--- config.mk ---
export PLATFORM = sky130hd
export DESIGN_NAME = fetch_unit
export DESIGN_NICKNAME = d
export VERILOG_FILES = /design/src/rtl/fetch_unit.sv
export SDC_FILE = /design/constraint.sdc
export NUM_CORES = 1
export LEC_CHECK = 0
export CORE_MARGIN = 8
export CORE_UTILIZATION = 39
export CTS_CLUSTER_DIAMETER = 30
export DETAILED_ROUTE_END_ITERATION = 7
export GPL_TIMING_DRIVEN = 0
export PLACE_DENSITY = 0.73
export SLEW_MARGIN = 20
export SYNTH_ARGS = -nofsm -noshare
export SYNTH_HDL_FRONTEND = slang
export SYNTH_SLANG_ARGS = --single-unit
export TNS_END_PERCENT = 10
--- constraint.sdc ---
create_clock -name CLK -period 1.2 [get_ports CLK]
set_input_delay 0.24 -clock CLK [delete_from_list [all_inputs] [get_ports CLK]]
set_output_delay 0.24 -clock CLK [all_outputs]
set_load 0.01 [all_outputs]
--- src/rtl/fetch_unit.sv ---
// -----------------------------------------------------------------------------
// fetch_unit
//   Instruction fetch stage that sits directly upstream of a small
//   combinational-read RAM. It owns the program counter (PC) and the memory
//   address register (MAR), drives the RAM address, and captures the returned
//   byte into the instruction register (IR). The IR is handed to the decoder
//   over a VALID/READY handshake. Jump and halt requests from the decoder are
//   applied only when an instruction is accepted.
//
//   Fetch sequence: IDLE -> ADDR (MAR<=PC) -> DATA (IR<=ram, PC++) -> ISSUE.
//   This gives at most one instruction every three cycles.
//
// Ports
//   CLK          in   1       system clock, rising edge
//   RST          in   1       synchronous reset, active-high
//   RUN          in   1       leave IDLE and start fetching (level, IDLE only)
//   RAM_DATA     in   DATA_W  RAM read data for RAM_ADDRESS
//   INSTR_READY  in   1       decoder accepts INSTR this cycle
//   JUMP         in   1       redirect PC on handshake
//   JUMP_ADDR    in   ADDR_W  absolute jump target
//   HALT_REQ     in   1       stop fetching on handshake (wins over JUMP)
//   RAM_ADDRESS  out  ADDR_W  registered MAR
//   RAM_OPCODE   out  1       always 0 (read); this block never writes
//   INSTR        out  DATA_W  registered IR
//   INSTR_VALID  out  1       IR holds an instruction awaiting the decoder
//   PC_OUT       out  ADDR_W  current PC
//   HALTED       out  1       fetch stopped until reset
// -----------------------------------------------------------------------------
module fetch_unit #(
  parameter int ADDR_W = 4,
  parameter int DATA_W = 8
) (
  input  logic              CLK,
  input  logic              RST,
  input  logic              RUN,
  input  logic [DATA_W-1:0] RAM_DATA,
  input  logic              INSTR_READY,
  input  logic              JUMP,
  input  logic [ADDR_W-1:0] JUMP_ADDR,
  input  logic              HALT_REQ,
  output logic [ADDR_W-1:0] RAM_ADDRESS,
  output logic              RAM_OPCODE,
  output logic [DATA_W-1:0] INSTR,
  output logic              INSTR_VALID,
  output logic [ADDR_W-1:0] PC_OUT,
  output logic              HALTED
);

  typedef enum logic [2:0] {
    S_IDLE,
    S_ADDR,
    S_DATA,
    S_ISSUE,
    S_HALT
  } state_t;

  state_t            state;
  logic [ADDR_W-1:0] pc;
  logic [ADDR_W-1:0] mar;
  logic [DATA_W-1:0] ir;
  logic              valid_q;
  logic              halted_q;

  // NOTE: all state is updated with non-blocking assignments so every
  // register samples the pre-edge values of the others (e.g. MAR<=PC and a
  // PC update never race).
  always_ff @(posedge CLK) begin
    if (RST) begin
      state    <= S_IDLE;
      pc       <= '0;
      mar      <= '0;
      ir       <= '0;
      valid_q  <= 1'b0;
      halted_q <= 1'b0;
    end else begin
      case (state)
        S_IDLE: begin
          if (RUN) state <= S_ADDR;
        end
        S_ADDR: begin
          mar   <= pc;
          state <= S_DATA;
        end
        S_DATA: begin
          // RAM read is combinational on MAR, so the byte is ready now.
          ir      <= RAM_DATA;
          pc      <= pc + 1'b1;  // wraps modulo 2**ADDR_W
          valid_q <= 1'b1;
          state   <= S_ISSUE;
        end
        S_ISSUE: begin
          // valid_q is high throughout ISSUE, so READY alone is the handshake.
          if (INSTR_READY) begin
            valid_q <= 1'b0;
            if (HALT_REQ) begin
              halted_q <= 1'b1;
              state    <= S_HALT;
            end else begin
              if (JUMP) pc <= JUMP_ADDR;
              state <= S_ADDR;
            end
          end
        end
        S_HALT: begin
          // Terminal: only RST leaves this state.
        end
        default: begin
          state    <= S_IDLE;
          valid_q  <= 1'b0;
          halted_q <= 1'b0;
        end
      endcase
    end
  end

  assign RAM_ADDRESS = mar;
  assign RAM_OPCODE  = 1'b0;
  assign INSTR       = ir;
  assign INSTR_VALID = valid_q;
  assign PC_OUT      = pc;
  assign HALTED      = halted_q;

endmodule

### After elaboration in Yosys (flattened, before gate mapping)

Index checks and enable logic that the tools add are counted.

* register bits after elaboration: 21
* latch bits: 0
* bits in writable memories: 0
* ROM bits: 0
* bits of input ports: 18
* output and inout bits: 19
* logic and storage cells: 40
* memories kept: 0

* add/sub/neg operators: 1
* multipliers: 0
* divide/modulo/power cells: 0
* order comparisons: 0
* eq/ne operators: 9
* shifts and indexed selects: 0
* mux-type cells: 13
* bitwise gates (word level): 3
* reduce and logical (&&, ||, !) cells: 8

Operators with widths (number)
* 3-bit case mux with 5 select lines: 1
* 4-bit two-way mux: 3
* 2-bit != test, second input constant: 5
* 3-bit two-way mux: 3
* 4-bit case mux with 2 select lines: 1
* 3-bit by 2-bit == test with 1-bit output, second input constant: 2
* 3-bit AND reduction: 2
* 4-bit by 1-bit adder with 4-bit output, second input constant: 1
* 4-bit AND reduction: 1
* 4-bit OR reduction: 1
* 3-bit by 1-bit == test with 1-bit output, second input constant: 1
* 3-bit == test, second input constant: 1
* 3-bit logical NOT: 1
* 1-bit two-way mux: 3
* 1-bit inverter: 3
* 1-bit case mux with 3 select lines: 1
* 3-bit OR reduction: 1
* 1-bit case mux with 2 select lines: 1
* 2-bit AND reduction: 1
* 2-bit nonzero test: 1

### Depth between registers and ports, before layout

* depth after elaboration: 4
* mapped depth: 5
* mapped depth without buffers: 4

### Least setup slack after synthesis

No wires, ideal clock.

* kind: flip-flop to flip-flop
* from: register state[2]
* to: register pc[3], in the netlist PC_OUT[3]
* setup time: 130 ps
* arrival time: 1083 ps
* required time: 1070 ps
* slack: -13 ps
* stages on the path, launching flop included: 5
* path buffers: 1
* clock period less this slack: 1213 ps
* cells stage by stage: dfxtp_1 -> buf_2 -> nand3b_1 -> a221oi_1 -> o32ai_1

* cells in the longest elaborated chain, start to end: 3
* elaborated cells on any way between the ends: 8
* classes of those cells: eq/ne: 5; mux: 1; reduce/logical: 2

Ends and longest elaborated chain
* start, declared: RTL line 57 `state_t state;`
* start signal, assigned: RTL line 69 `state <= S_IDLE;`
* start signal, assigned: RTL line 78 `if (RUN) state <= S_ADDR;`
* start signal, assigned: RTL line 82 `state <= S_DATA;`
* 3-bit by 2-bit == test with 1-bit output: RTL line 76 `case (state)`
* 2-bit != test (no source line) or 2-bit nonzero test (tied branches)
* 4-bit AND reduction (no source line)
* end signal, assigned: RTL line 87 `pc <= pc + 1'b1;`
* end, declared: RTL line 58 `logic [ADDR_W-1:0] pc;`

Several ways; a longest one is shown, not always the timed one.
A chain may end at the register's enable or synchronous reset.

### Worst setup path after layout

* from: register state[1]
* to: register mar[0], in the netlist RAM_ADDRESS[0]

* cells in the longest elaborated chain, start to end: 1

Ends and longest elaborated chain
* 3-bit by 1-bit == test with 1-bit output: RTL line 76
* end signal, assigned: RTL line 81 `mar <= pc;`
* end, declared: RTL line 59 `logic [ADDR_W-1:0] mar;`

Every way passes these cells.

==> impl_metrics.toml <==
[cts]
h-tree-depth = 1
cts_sinks = 21
cts_tree = "done"
cts-root-buf = "clkbuf_4"
clkLatencyLatePin_ps = 300
clock_path_buffers = 2
numCtsBuffers = 3
clk_pin_slew_ps = 120

[setup_path]
cp_cell_sequence = "buf_6, nor3b_4, mux2i_1, nor2_1"
crit_slowest_cell = "dfxtp_4"
cp.arrival_ps = 1420
crit_path_max_incr_delay_ps = 360
crit_fanout = 10
startpoint = "state[1]$_SDFFE_PP0P_"
cpLargestDelayFamily = "simple AND/OR/NAND/NOR gates"
worstPathRequired_ps = 1390
path_buf_inv = 1
setup.worst_path.end_class = "flop"
start_kind = "flop"
r2r_start = "state[1]$_SDFFE_PP0P_"
criticalPathCategory = "flop to flop"

[cells_and_area]
fin_nets = 175
fillers = 238
area_growth_pct = 45.44
drive_above_1_share_pct = 21.94
post-route-util_pct = 59.10
n_antenna_cell = 0
regArea_sq_um = 444.2
multi_input_area_sq_um = 514.2
fin_area_sq_um = 1438

[synthesis]
synthMuxAreaShare_pct = 8.101
synth_top_area_share_pct = 42.53
synth_edf_count = 0
synth_largest_area_cell = "dfxtp_1"
synthCells = 112
ys_seq_elements = 21
synthFlopType = "dfxtp_1"
synth_common_cells = "dfxtp_1, nand2_1, a21oi_1"
synth.most_common_cell = "dfxtp_1"
async_reset_ff_share_pct = 0
synth-simple-area-share_pct = 21.77
yosys-top-cells-area = "dfxtp_1, mux2i_1, a21oi_1"
synth_warnings = 0
synth.distinct_cells = 31
yosysSeqAreaShare_pct = 42.53
synth-compound-area-share_pct = 19.49
synth_area_sq_um = 988.4
synth_top_family_by_area = "simple AND/OR/NAND/NOR gates"
synthAdderAreaFrac_pct = 1.266
syn-num-nets = 131
yosys.area_share.xor_xnor_pct = 0
avgSynthCellArea_sq_um = 8.825

[die]
die_w_microns = 66.35
fp-row-count = 18
ios = 37
die_area_sq_um = 4402
fp.dieH_microns = 66.35
core_sq_um = 2432
start_util_pct = 40.64

[route]
via_per_inst = 5.254
drt_iter0_drc = 43
drt_first_pass_iters = 4
vias = 972
wire_per_inst_microns = 14.66
drtAntennaViolNets = 0
wirelength_microns = 2713
remaining_drc_errors = 0

[sta]
min_period_over_period_pct = 102.9
fmax_mhz = 809.9
setup_viol = 5
min_period_ps = 1235
skew_ps = 5.747
slew_viol_final = 0
rsz0062_at_grt = "yes"
postLayoutSetupSlackWorst_ps = -34.71
hold_viol = 0

[outcome]
violations = "setup timing"
outcome = "complete, but fails checks"

[hold_path]
hp-class = "primary input to flop"
hp-start = "HALT_REQ"

[global_route]
grt-ovfl-total = 0
grt_pass1_vias = 915
track_usage_pct = 12.60
grt_max_degree = 12
grt_pass1_wl_microns = 4374
antenna_found_initial = 0

[placement]
place_ws_ps = -466.0
io_buffers = 35
routabilityCongestion = 0.7882
dp_hpwl_microns = 1967
dpl-instance-area_sq_um = 1376

[power]
vdd_drop_max_v = 0.0007212
power.total_uw = 1514
p_per_area_nw_per_um2 = 1053
power.leakage_uw = 0.0005768

[run]
drv_cap = 0
==> layout make-up <==
cell class / instances / share of cell area [%]
flip-flops and latches: 21 / 30.90
multi-input cells: 78 / 35.77
clock buffers: 4 / 1.828
well taps: 30 / 2.611
repair buffers: 40 / 23.85
plain buffers: 7 / 3.742
inverters: 5 / 1.305
==> worst register-to-register path, cell delays in order (launching register included) <==
cell     delay [ps]
dfxtp_4         360
buf_6           130
nor3b_4         340
mux2i_1         240
nor2_1           50
==> logic make-up after synthesis <==
| group | count (synthesis) |
|---|---|
| simple gates | 36 |
| mux | 8 |
| other cells | 1 |
| compound gates | 32 |
| buf+inv | 13 |
| flops | 21 |
| fa+ha+maj | 1 |
==> worst paths after layout <==
check | to | slack, ps | cells after the start
max | RAM_ADDRESS[0]$_SDFFE_PP0P_ | -30 | 4
min reg2reg | INSTR[7]$_SDFFE_PP0P_ | 480 | 2
max reg2reg | RAM_ADDRESS[0]$_SDFFE_PP0P_ | -30 | 4
min | state[0]$_SDFFE_PP0P_ | 380 | 4
==> sequential cells by signal (all words and copies together), names as in the netlist <==
signal,count
INSTR,8
INSTR_VALID,1
HALTED,1
state,3
RAM_ADDRESS,4
PC_OUT,4
==> routing by layer <==
layer	track usage (%)	share of wire, %
met5	0	0
met4	4.000	1.1
met3	7.797	11
met2	18.82	46
met1	14.47	42
==> cell usage in the layout (no fill, tap or decap), drive strengths merged, types with 2 or more instances in the layout <==
| cell | Yosys | final |
|---|---|---|
| mux2i | 8 | 8 |
| o32ai | 2 | 2 |
| clkbuf | 3 | 15 |
| inv | 5 | 5 |
| nand3b | 3 | 3 |
| dfxtp | 21 | 21 |
| buf | 5 | 10 |
| clkdlybuf4s15 | 0 | 8 |
| nor3b | 2 | 2 |
| a21oi | 13 | 13 |
| a221oi | 2 | 2 |
| dlygate4sd2 | 0 | 3 |
| nor2 | 5 | 5 |
| nand2 | 14 | 14 |
| nor2b | 2 | 2 |
| nand3 | 2 | 2 |
| or3 | 2 | 2 |
| clkdlybuf4s50 | 0 | 14 |
| nand2b | 3 | 3 |
| o21ai | 9 | 9 |
==> timing repair <==
| action | in CTS | in global routing |
|---|---|---|
| pin swaps | 2 | 5 |
| resized for setup | 37 | 41 |
| hold buffers | 0 | 0 |
| setup endpoints to repair | 36 | 36 |
| setup buffers | 0 | 5 |
==> power by group <==
group | total (uW) | internal [uW] | switching, uW
clock | 342 | 130 | 213
sequential | 783 | 740 | 43.3
combinational | 388 | 203 | 186
total | 1510 | 1070 | 442
==> stage by stage <==
step                hold slack (ps)  TNS, ps  cells
detailed placement            469.6    -5776    177
global route                  390.8   -538.5    185
floorplan                     376.0        0    112
finish                        375.2   -109.9    185
global placement              447.0    -4751    177
CTS                           365.9   -725.3    181
No activity file was read; power rests on OpenSTA's default activity.
